**src/rtl/pdm_mic_rx_if.sv**
```systemverilog
// PCM sample-pair stream between the PDM receiver and the audio buffer.
// The producer holds a pair until the consumer takes it with valid && ready.
interface pdm_mic_rx_if #(
    parameter int OUT_W = 16
);
    logic [OUT_W-1:0] sample_l;
    logic [OUT_W-1:0] sample_r;
    logic             sample_valid;
    logic             sample_ready;

    modport master (output sample_l, output sample_r, output sample_valid, input sample_ready);
    modport slave  (input sample_l, input sample_r, input sample_valid, output sample_ready);
endinterface

```
**src/rtl/pdm_mic_rx.sv**
```systemverilog
// PDM microphone front end: mic clock generation, L/R sampling, boxcar decimation
// and a one-entry PCM output buffer with sticky overrun.
module pdm_mic_rx #(
    parameter int DIV_STD   = 12,
    parameter int DIV_ULTRA = 6,
    parameter int DECIM     = 64,
    parameter int OUT_W     = 16,
    parameter int STEREO    = 1
) (
    input  logic             clk,
    input  logic             rst_n,
    input  logic             enable,
    input  logic             mode_ultra,
    input  logic             pdm_data,
    output logic             mic_clk,
    pdm_mic_rx_if.master     pcm,
    output logic             overrun,
    input  logic             clr_overrun
);
    localparam int DMAX   = (DIV_STD > DIV_ULTRA) ? DIV_STD : DIV_ULTRA;
    localparam int HC_W   = $clog2(DMAX + 1);
    localparam int PC_W   = $clog2(DECIM);
    localparam int ONES_W = $clog2(DECIM + 1);

    logic [HC_W-1:0]   hc;
    logic [HC_W-1:0]   hc_last;
    logic              mode_q;
    logic              mode_eff;
    logic              started;
    logic [PC_W-1:0]   pc;
    logic [ONES_W-1:0] ones_l;
    logic [ONES_W-1:0] ones_r;
    logic [ONES_W-1:0] ones_r_fin;
    logic              terminal;
    logic              fall_t;
    logic              rise_t;
    logic              block_end;
    logic [OUT_W-1:0]  res_l;
    logic [OUT_W-1:0]  res_r;
    logic              load_pend;
    logic [OUT_W-1:0]  pend_l;
    logic [OUT_W-1:0]  pend_r;
    logic [OUT_W-1:0]  buf_l;
    logic [OUT_W-1:0]  buf_r;
    logic              valid_q;

    // Before the first clock after reset the latch has not captured mode_ultra yet.
    always_comb begin
        mode_eff   = started ? mode_q : mode_ultra;
        hc_last    = mode_eff ? HC_W'(DIV_ULTRA - 1) : HC_W'(DIV_STD - 1);
        terminal   = enable && (hc == hc_last);
        fall_t     = terminal && mic_clk;
        rise_t     = terminal && !mic_clk;
        block_end  = rise_t && (pc == PC_W'(DECIM - 1));
        ones_r_fin = ones_r + ONES_W'(pdm_data && (STEREO != 0));
        res_l      = (OUT_W'(ones_l) << 1) - OUT_W'(DECIM);
        res_r      = '0;
        if (STEREO != 0) begin
            res_r = (OUT_W'(ones_r_fin) << 1) - OUT_W'(DECIM);
        end
    end

    always_ff @(posedge clk or negedge rst_n) begin
        if (!rst_n) begin
            hc      <= '0;
            mic_clk <= 1'b1;
            mode_q  <= 1'b0;
            started <= 1'b0;
        end else begin
            started <= 1'b1;
            if (!started || !enable || terminal) begin
                mode_q <= mode_ultra;
            end
            if (!enable) begin
                hc      <= '0;
                mic_clk <= 1'b1;
            end else if (terminal) begin
                hc      <= '0;
                mic_clk <= ~mic_clk;
            end else begin
                hc <= hc + 1'b1;
            end
        end
    end

    // The final right sample of a block is folded in via ones_r_fin, so nothing is lost at the boundary.
    always_ff @(posedge clk or negedge rst_n) begin
        if (!rst_n) begin
            pc        <= '0;
            ones_l    <= '0;
            ones_r    <= '0;
            load_pend <= 1'b0;
            pend_l    <= '0;
            pend_r    <= '0;
        end else begin
            load_pend <= block_end;
            if (block_end) begin
                pend_l <= res_l;
                pend_r <= res_r;
            end
            if (!enable) begin
                pc     <= '0;
                ones_l <= '0;
                ones_r <= '0;
            end else if (rise_t) begin
                if (block_end) begin
                    pc     <= '0;
                    ones_l <= '0;
                    ones_r <= '0;
                end else begin
                    pc     <= pc + 1'b1;
                    ones_r <= ones_r_fin;
                end
            end else if (fall_t && pdm_data) begin
                ones_l <= ones_l + 1'b1;
            end
        end
    end

    always_ff @(posedge clk or negedge rst_n) begin
        if (!rst_n) begin
            buf_l   <= '0;
            buf_r   <= '0;
            valid_q <= 1'b0;
            overrun <= 1'b0;
        end else begin
            if (load_pend) begin
                buf_l   <= pend_l;
                buf_r   <= pend_r;
                valid_q <= 1'b1;
            end else if (valid_q && pcm.sample_ready) begin
                valid_q <= 1'b0;
            end
            if (load_pend && valid_q && !pcm.sample_ready) begin
                overrun <= 1'b1;
            end else if (clr_overrun) begin
                overrun <= 1'b0;
            end
        end
    end

    assign pcm.sample_l     = buf_l;
    assign pcm.sample_r     = buf_r;
    assign pcm.sample_valid = valid_q;
endmodule

```
**src/flat_wrapper.sv**
```systemverilog
// flat-port wrapper written by rule: the top's interface ports become plain ports
module pdm_mic_rx_flat 
#(
    parameter int DIV_STD   = 12,
    parameter int DIV_ULTRA = 6,
    parameter int DECIM     = 64,
    parameter int OUT_W     = 16,
    parameter int STEREO    = 1
)
  (clk, rst_n, enable, mode_ultra, pdm_data, mic_clk, overrun, clr_overrun, pcm_sample_l, pcm_sample_r, pcm_sample_valid, pcm_sample_ready);
  pdm_mic_rx_if #(.OUT_W(OUT_W)) pcm_i ();
  input  logic clk;
  input  logic rst_n;
  input  logic enable;
  input  logic mode_ultra;
  input  logic pdm_data;
  output logic mic_clk;
  output logic overrun;
  input  logic clr_overrun;
  output wire logic [$bits(pcm_i.sample_l)-1:0] pcm_sample_l;
  output wire logic [$bits(pcm_i.sample_r)-1:0] pcm_sample_r;
  output wire logic [$bits(pcm_i.sample_valid)-1:0] pcm_sample_valid;
  input wire logic [$bits(pcm_i.sample_ready)-1:0] pcm_sample_ready;
  assign pcm_sample_l = pcm_i.sample_l;
  assign pcm_sample_r = pcm_i.sample_r;
  assign pcm_sample_valid = pcm_i.sample_valid;
  assign pcm_i.sample_ready = pcm_sample_ready;
  pdm_mic_rx #(.DIV_STD(DIV_STD), .DIV_ULTRA(DIV_ULTRA), .DECIM(DECIM), .OUT_W(OUT_W), .STEREO(STEREO)) u_core (.clk(clk), .rst_n(rst_n), .enable(enable), .mode_ultra(mode_ultra), .pdm_data(pdm_data), .mic_clk(mic_clk), .pcm(pcm_i), .overrun(overrun), .clr_overrun(clr_overrun));
endmodule
```
**config.mk**
```make
export PLATFORM = sky130hd
export DESIGN_NAME = pdm_mic_rx_flat
export DESIGN_NICKNAME = d
export VERILOG_FILES = /design/src/rtl/pdm_mic_rx_if.sv /design/src/rtl/pdm_mic_rx.sv /design/src/flat_wrapper.sv
export SDC_FILE = /design/constraint.sdc
export NUM_CORES = 1
export LEC_CHECK = 0
export BUFFER_PORTS_ARGS = -buffer_cell sky130_fd_sc_hd__buf_2
export CAP_MARGIN = 10
export CORE_MARGIN = 2
export CORE_UTILIZATION = 51
export DETAILED_ROUTE_END_ITERATION = 16
export GPL_TIMING_DRIVEN = 0
export PLACE_DENSITY_LB_ADDON = 0.15
export SYNTH_ARGS = -nofsm -noshare
export SYNTH_HDL_FRONTEND = slang
export SYNTH_SLANG_ARGS = --single-unit
```
**constraint.sdc**
```tcl
create_clock -name clk -period 1.9 [get_ports clk]
set_input_delay 0.285 -clock clk [delete_from_list [all_inputs] [get_ports clk]]
set_output_delay 0.285 -clock clk [all_outputs]
set_load 0.01 [all_outputs]
```
# After elaboration in Yosys (flattened, before gate mapping)
# Index checks and enable logic that the tools add are counted.
# word_totals
out_inout_bits,35
latch_bits,0
memories,0
in_bits,7
ff_bits,94
mem_bits_ro,0
word_cells,64
ramBits,0
# classes
multipliers,0
n_shift,0
reduce_logical,17
n_lt_le_gt_ge,0
mux,20
div_mod_pow,0
bitwise_logic,1
add_sub_neg,6
eq_ne,6
# op_table
op,n
$mux W7,7
$mux W6,3
$sub A8 B7 Y9 const B,2
$mux W4,3
$logic_and A1 B1 Y1,8
$add A7 B1 Y7,1
$add A7 B1 Y7 const B,1
$mux W1,7
$add A6 B1 Y6 const B,1
$eq A6 B6 Y1 const B,1
$add A4 B1 Y4 const B,1
$eq A4 B4 Y1,1
$logic_not A1 Y1,4
$ne A2 B1 Y1 const B,2
$reduce_bool A2 Y1,2
$ne A3 B1 Y1 const B,1
$ne A3 B3 Y1 const B,1
$logic_or A1 B1 Y1,2
$reduce_and A2 Y1,1
$not A1 Y1,1

# Logic depth before layout (Yosys ltp)
# depth
depth_word,9
mapped_depth,7
mapped_depth_nobuf,7

# Worst setup path before layout
# OpenSTA, ideal clock, no wires.
# synth_path
path_type,reg-to-reg
from,register u_core.started
to,register u_core.pend_l[14]
arrival_ns,1.972
synth_period_minus_slack_ns,2.097
path_stages_with_launch,6
slack_ns,-0.197
setup_ns,0.125
required_time_ns,1.775
cell_sequence,dfrtp_1 > mux2i_1 > mux2_4 > nor4b_4 > buf_6 > mux2_2
# synth_between
elab_chain_len,6
# synth_lines
item,line_no,source
start: declaration,pdm_mic_rx.sv:29,logic started;
start signal: assignment,pdm_mic_rx.sv:68,started <= 1'b0;
start signal: assignment,pdm_mic_rx.sv:70,started <= 1'b1;
$mux W1,pdm_mic_rx.sv:49,mode_eff = started ? mode_q : mode_ultra;
$mux W4,pdm_mic_rx.sv:50,hc_last = mode_eff ? HC_W'(DIV_ULTRA - 1) : HC_W'(DIV_STD - 1);
$eq A4 B4 Y1,pdm_mic_rx.sv:51,terminal = enable && (hc == hc_last);
$logic_and A1 B1 Y1,pdm_mic_rx.sv:51,
$logic_and A1 B1 Y1,pdm_mic_rx.sv:53,rise_t = terminal && !mic_clk;
$logic_and A1 B1 Y1,pdm_mic_rx.sv:54,block_end = rise_t && (pc == PC_W'(DECIM - 1));
end signal: assignment,pdm_mic_rx.sv:98,pend_l <= res_l;
end: declaration,pdm_mic_rx.sv:41,logic [OUT_W-1:0] pend_l;
# No other way between the ends.
# A chain may end at the register's enable or synchronous reset.

# Worst setup path in the final report
# layout_path
from,register u_core.started
to,register u_core.pend_r[1]
# layout_between
elab_chain_len,6
# layout_lines
item,line_no,source
$mux W1,pdm_mic_rx.sv:49,
$mux W4,pdm_mic_rx.sv:50,
$eq A4 B4 Y1,pdm_mic_rx.sv:51,
$logic_and A1 B1 Y1,pdm_mic_rx.sv:51,
$logic_and A1 B1 Y1,pdm_mic_rx.sv:53,
$logic_and A1 B1 Y1,pdm_mic_rx.sv:54,
end signal: assignment,pdm_mic_rx.sv:99,pend_r <= res_r;
end: declaration,pdm_mic_rx.sv:42,logic [OUT_W-1:0] pend_r;
# No other way between the ends.

==> run_results.csv <==
group,metric,value,unit
setup_path,path_max_fanout,5,
setup_path,crit_start,"u_core.started",
outcome,status,"complete, but fails checks",
synth,avgSynthCellArea,11.6,um^2
cts,cts_buffers,9,
drt,drt_wl_total,5690,um
setup_path,timing.rr.start,"u_core.started",
cts,cts-root-buf,"clkbuf_8",
timing,whs,223,ps
placement,port_buffers,38,
setup_path,crit_chain,"mux2i_4 -> mux2_4 -> nor4b_4 -> buf_4 -> buf_8 -> mux2_4",
drt,first_iter_violations,57,
placement,hpwlAfterDp,3680,um
cells_and_area,final_area,3690,um^2
power_and_ir_drop,p_int,2070,uW
power_and_ir_drop,seqPwrFrac,0.508,
floorplan,die_x,80.3,um
cells_and_area,fillers,419,
synth,synthFlopType,"dfrtp_1",
worst_hold_path,hold_start,"mode_ultra",
setup_path,cp.required,2120,ps
floorplan,die_h,80.3,um
worst_hold_path,hold_depth,2,
cts,htreeDepth,3,
cts,cts_tree,"built",
cts,clock_path_buffers,2,
synth,yosys_register_bits,62,
global_route,grt_pass1_wl,8960,um
power_and_ir_drop,pwr-share-clk,0.439,
timing,setup_viol,14,
synth,synth_warnings,0,
timing,skew,3.81,ps
floorplan,fp-row-count,27,
drt,dr.pass1.iters,6,
drt,wl_per_cell,14.4,um
timing,worstMarginPinSlew,556,ps
global_route,grt_pass1_vias,1940,
global_route,grt_start_max_net_pins,41,
setup_path,ff2ff_path_depth,6,
power_and_ir_drop,p_sw_frac,0.223,
timing,rsz0062_at_grt,"yes",
power_and_ir_drop,ir_drop,0.000484,V
cts,cts_sinks,62,
power_and_ir_drop,leakagePower,0.00178,uW
timing,period_share,1.06,
setup_path,cp_common_cell,"mux2_4",
placement,gp_congestion,0.811,
cells_and_area,syn_to_final_growth,24.3,%
setup_path,worst_path_max_delay_cell,"dfrtp_1",
global_route,grt_usage,0.185,
placement,post-place-ws,-404,ps
cells_and_area,nets,331,
cells_and_area,final_common_cell,"dfrtp_1",
floorplan,core,5570,um^2
synth,synthCells,256,
setup_path,cp-start-kind,"flip-flop",
power_and_ir_drop,switchingPower,597,uW
global_route,grt_overflow_total,0,
outcome,violations,"setup timing",
setup_path,cp.depth,6,
placement,place_area,3310,um^2
setup_path,critPathMaxStageDelay,400,ps
cts,clk_pin_slew,70,ps
setup_path,cp_num_buf_inv,2,
timing,fin_crit,2010,ps
synth,ys_types,44,
timing,hold_viol,0,
floorplan,start_util,0.533,
drt,viasPerCell,5.36,
synth,async_flop_share,1.00,
synth,synth-seq-area-share,0.523,
cells_and_area,final_util,0.662,
global_route,antenna_found_initial,0,
timing,clock.fmax,0.497,GHz
cells_and_area,layout_common_cells,"dfrtp_1, buf_2, buf_4, nand2_1, mux2_2",
drt,drc,0,
floorplan,top_level_ports,42,
flow_run,drv_cap,0,
setup_path,cp.arrival,2230,ps
cells_and_area,fin_cells,394,
timing,drv_slew,0,
placement,place_inst,368,
setup_path,critPathTopFamily,"multiplexers",
worst_hold_path,worstHoldPathType,"in2reg",
floorplan,die-area,6450,um^2
cts,insertion_delay,340,ps
synth,synth_edf_count,0,
power_and_ir_drop,pwr-share-comb,0.053,
cells_and_area,drive_gt1_frac,0.385,
drt,vias,2110,
setup_path,critPathKind,"reg2reg",
cells_and_area,diodes,0,
drt,ant_nets,0,
setup_path,endpoint_kind,"flip-flop",
synth,syn_area,2970,um^2
timing,maxSlewHeadroom,0.630,
power_and_ir_drop,power_density,723,nW/um^2
timing,setup_slack,-114,ps
## what timing repair did
item | in CTS | in global routing
hold endpoints to repair | 21 | 0
pin swaps | 1 | 2
hold buffers | 1 | 0
gates cloned | 1 | 0
endpoints found under the setup margin | 33 | 29
setup buffers | 5 | 3
resized for setup | 16 | 8
## sequential cells by signal, summed over array words and instances (netlist names), 4 cells and up
register / cells
u_core.pend_r: 8
u_core.hc: 4
u_core.pcm.sample_r: 8
u_core.pc: 6
u_core.pcm.sample_l: 8
u_core.ones_l: 7
u_core.pend_l: 8
u_core.ones_r: 7
## worst reg2reg max path: stages, from the launching register on
cell and delay (ps):
dfrtp_1 400, mux2i_4 270, mux2_4 340, nor4b_4 270, buf_4 190, buf_8 130, mux2_4 300
## Yosys cell counts, types with 2 or more instances
library cell	count	area (um^2)
dfrtp_1	61	1530
mux2_2	31	349
nand2_1	20	75.1
buf_4	16	120
nand3_1	15	75.1
inv_1	12	45.0
clkbuf_1	9	33.8
ha_1	7	87.6
nor2_1	6	22.5
o211ai_1	6	45.0
o221ai_1	6	52.6
mux2i_1	5	50.1
nand4_1	5	31.3
xnor2_1	5	43.8
nand4b_1	4	35.0
nor3_1	4	20.0
a21boi_0	3	22.5
and3_1	3	18.8
nand2b_1	3	18.8
o21ai_0	3	15.0
a21oi_1	2	10.0
a22o_1	2	17.5
and2_1	2	12.5
conb_1	2	7.51
nand3b_1	2	15.0
o2111ai_1	2	17.5
o2bb2ai_1	2	17.5
xor2_1	2	17.5
## layout make-up
type	instances	area (um^2)	area share
inverters	12	45.0	0.0122
repair buffers	49	299	0.0810
clock buffers	12	155	0.0420
flip-flops and latches	62	1550	0.421
multi-input cells	156	1330	0.359
well taps	72	90.1	0.0244
clock inverters	4	45.0	0.0122
plain buffers	27	178	0.0481
## per-stage QoR
step / total power, uW / setup TNS [ps]
5_1_grt: 2770 / -2220
4_1_cts: 2690 / -1300
6_report: 2670 / -1210
3_5_place_dp: 1510 / -9080
3_3_place_gp: 1500 / -8890
2_1_floorplan: 1440 / -981
## power by group through the flow
stage	logic [uW]	registers (uW)	clock network [uW]
2_1_floorplan	66.9	1380	0
3_3_place_gp	125	1380	0
3_5_place_dp	131	1380	0
4_1_cts	142	1350	1190
5_1_grt	158	1360	1250
6_report	142	1360	1170
## worst paths after layout
check | endpoint | slack [ps]
setup / recovery | u_core.pend_r[1] | -110
hold / removal | u_core.mode_q | 220
setup reg to reg | u_core.pend_r[1] | -110
hold reg to reg | u_core.overrun | 500
max in group asynchronous | u_core.ones_l[6] | 850
min in group asynchronous | u_core.pend_r[3] | 460
## logic make-up (layout without fill, tap and decap cells)
| kind of cell | count (synthesis) | count (layout) | share of synthesized area |
|---|---|---|---|
| flops | 62 | 62 | 0.523 |
| other cells | 2 | 3 | 0.00253 |
| xor+xnor | 7 | 7 | 0.0206 |
| simple gates | 70 | 70 | 0.131 |
| fa+ha+maj | 7 | 7 | 0.0295 |
| compound gates | 32 | 32 | 0.0813 |
| mux | 37 | 37 | 0.139 |
| buf+inv | 39 | 104 | 0.0724 |
## routing by layer
metal,vias up,routed length [um],GRT usage,share of wire
met5,-,0,0,0
met4,0,73,0.108,0.013
met3,7,244,0.0494,0.043
met2,48,2610,0.282,0.46
met1,1031,2770,0.238,0.49
li1,1024,-,-,-
Note: power is estimated with default switching activity, not from simulation.
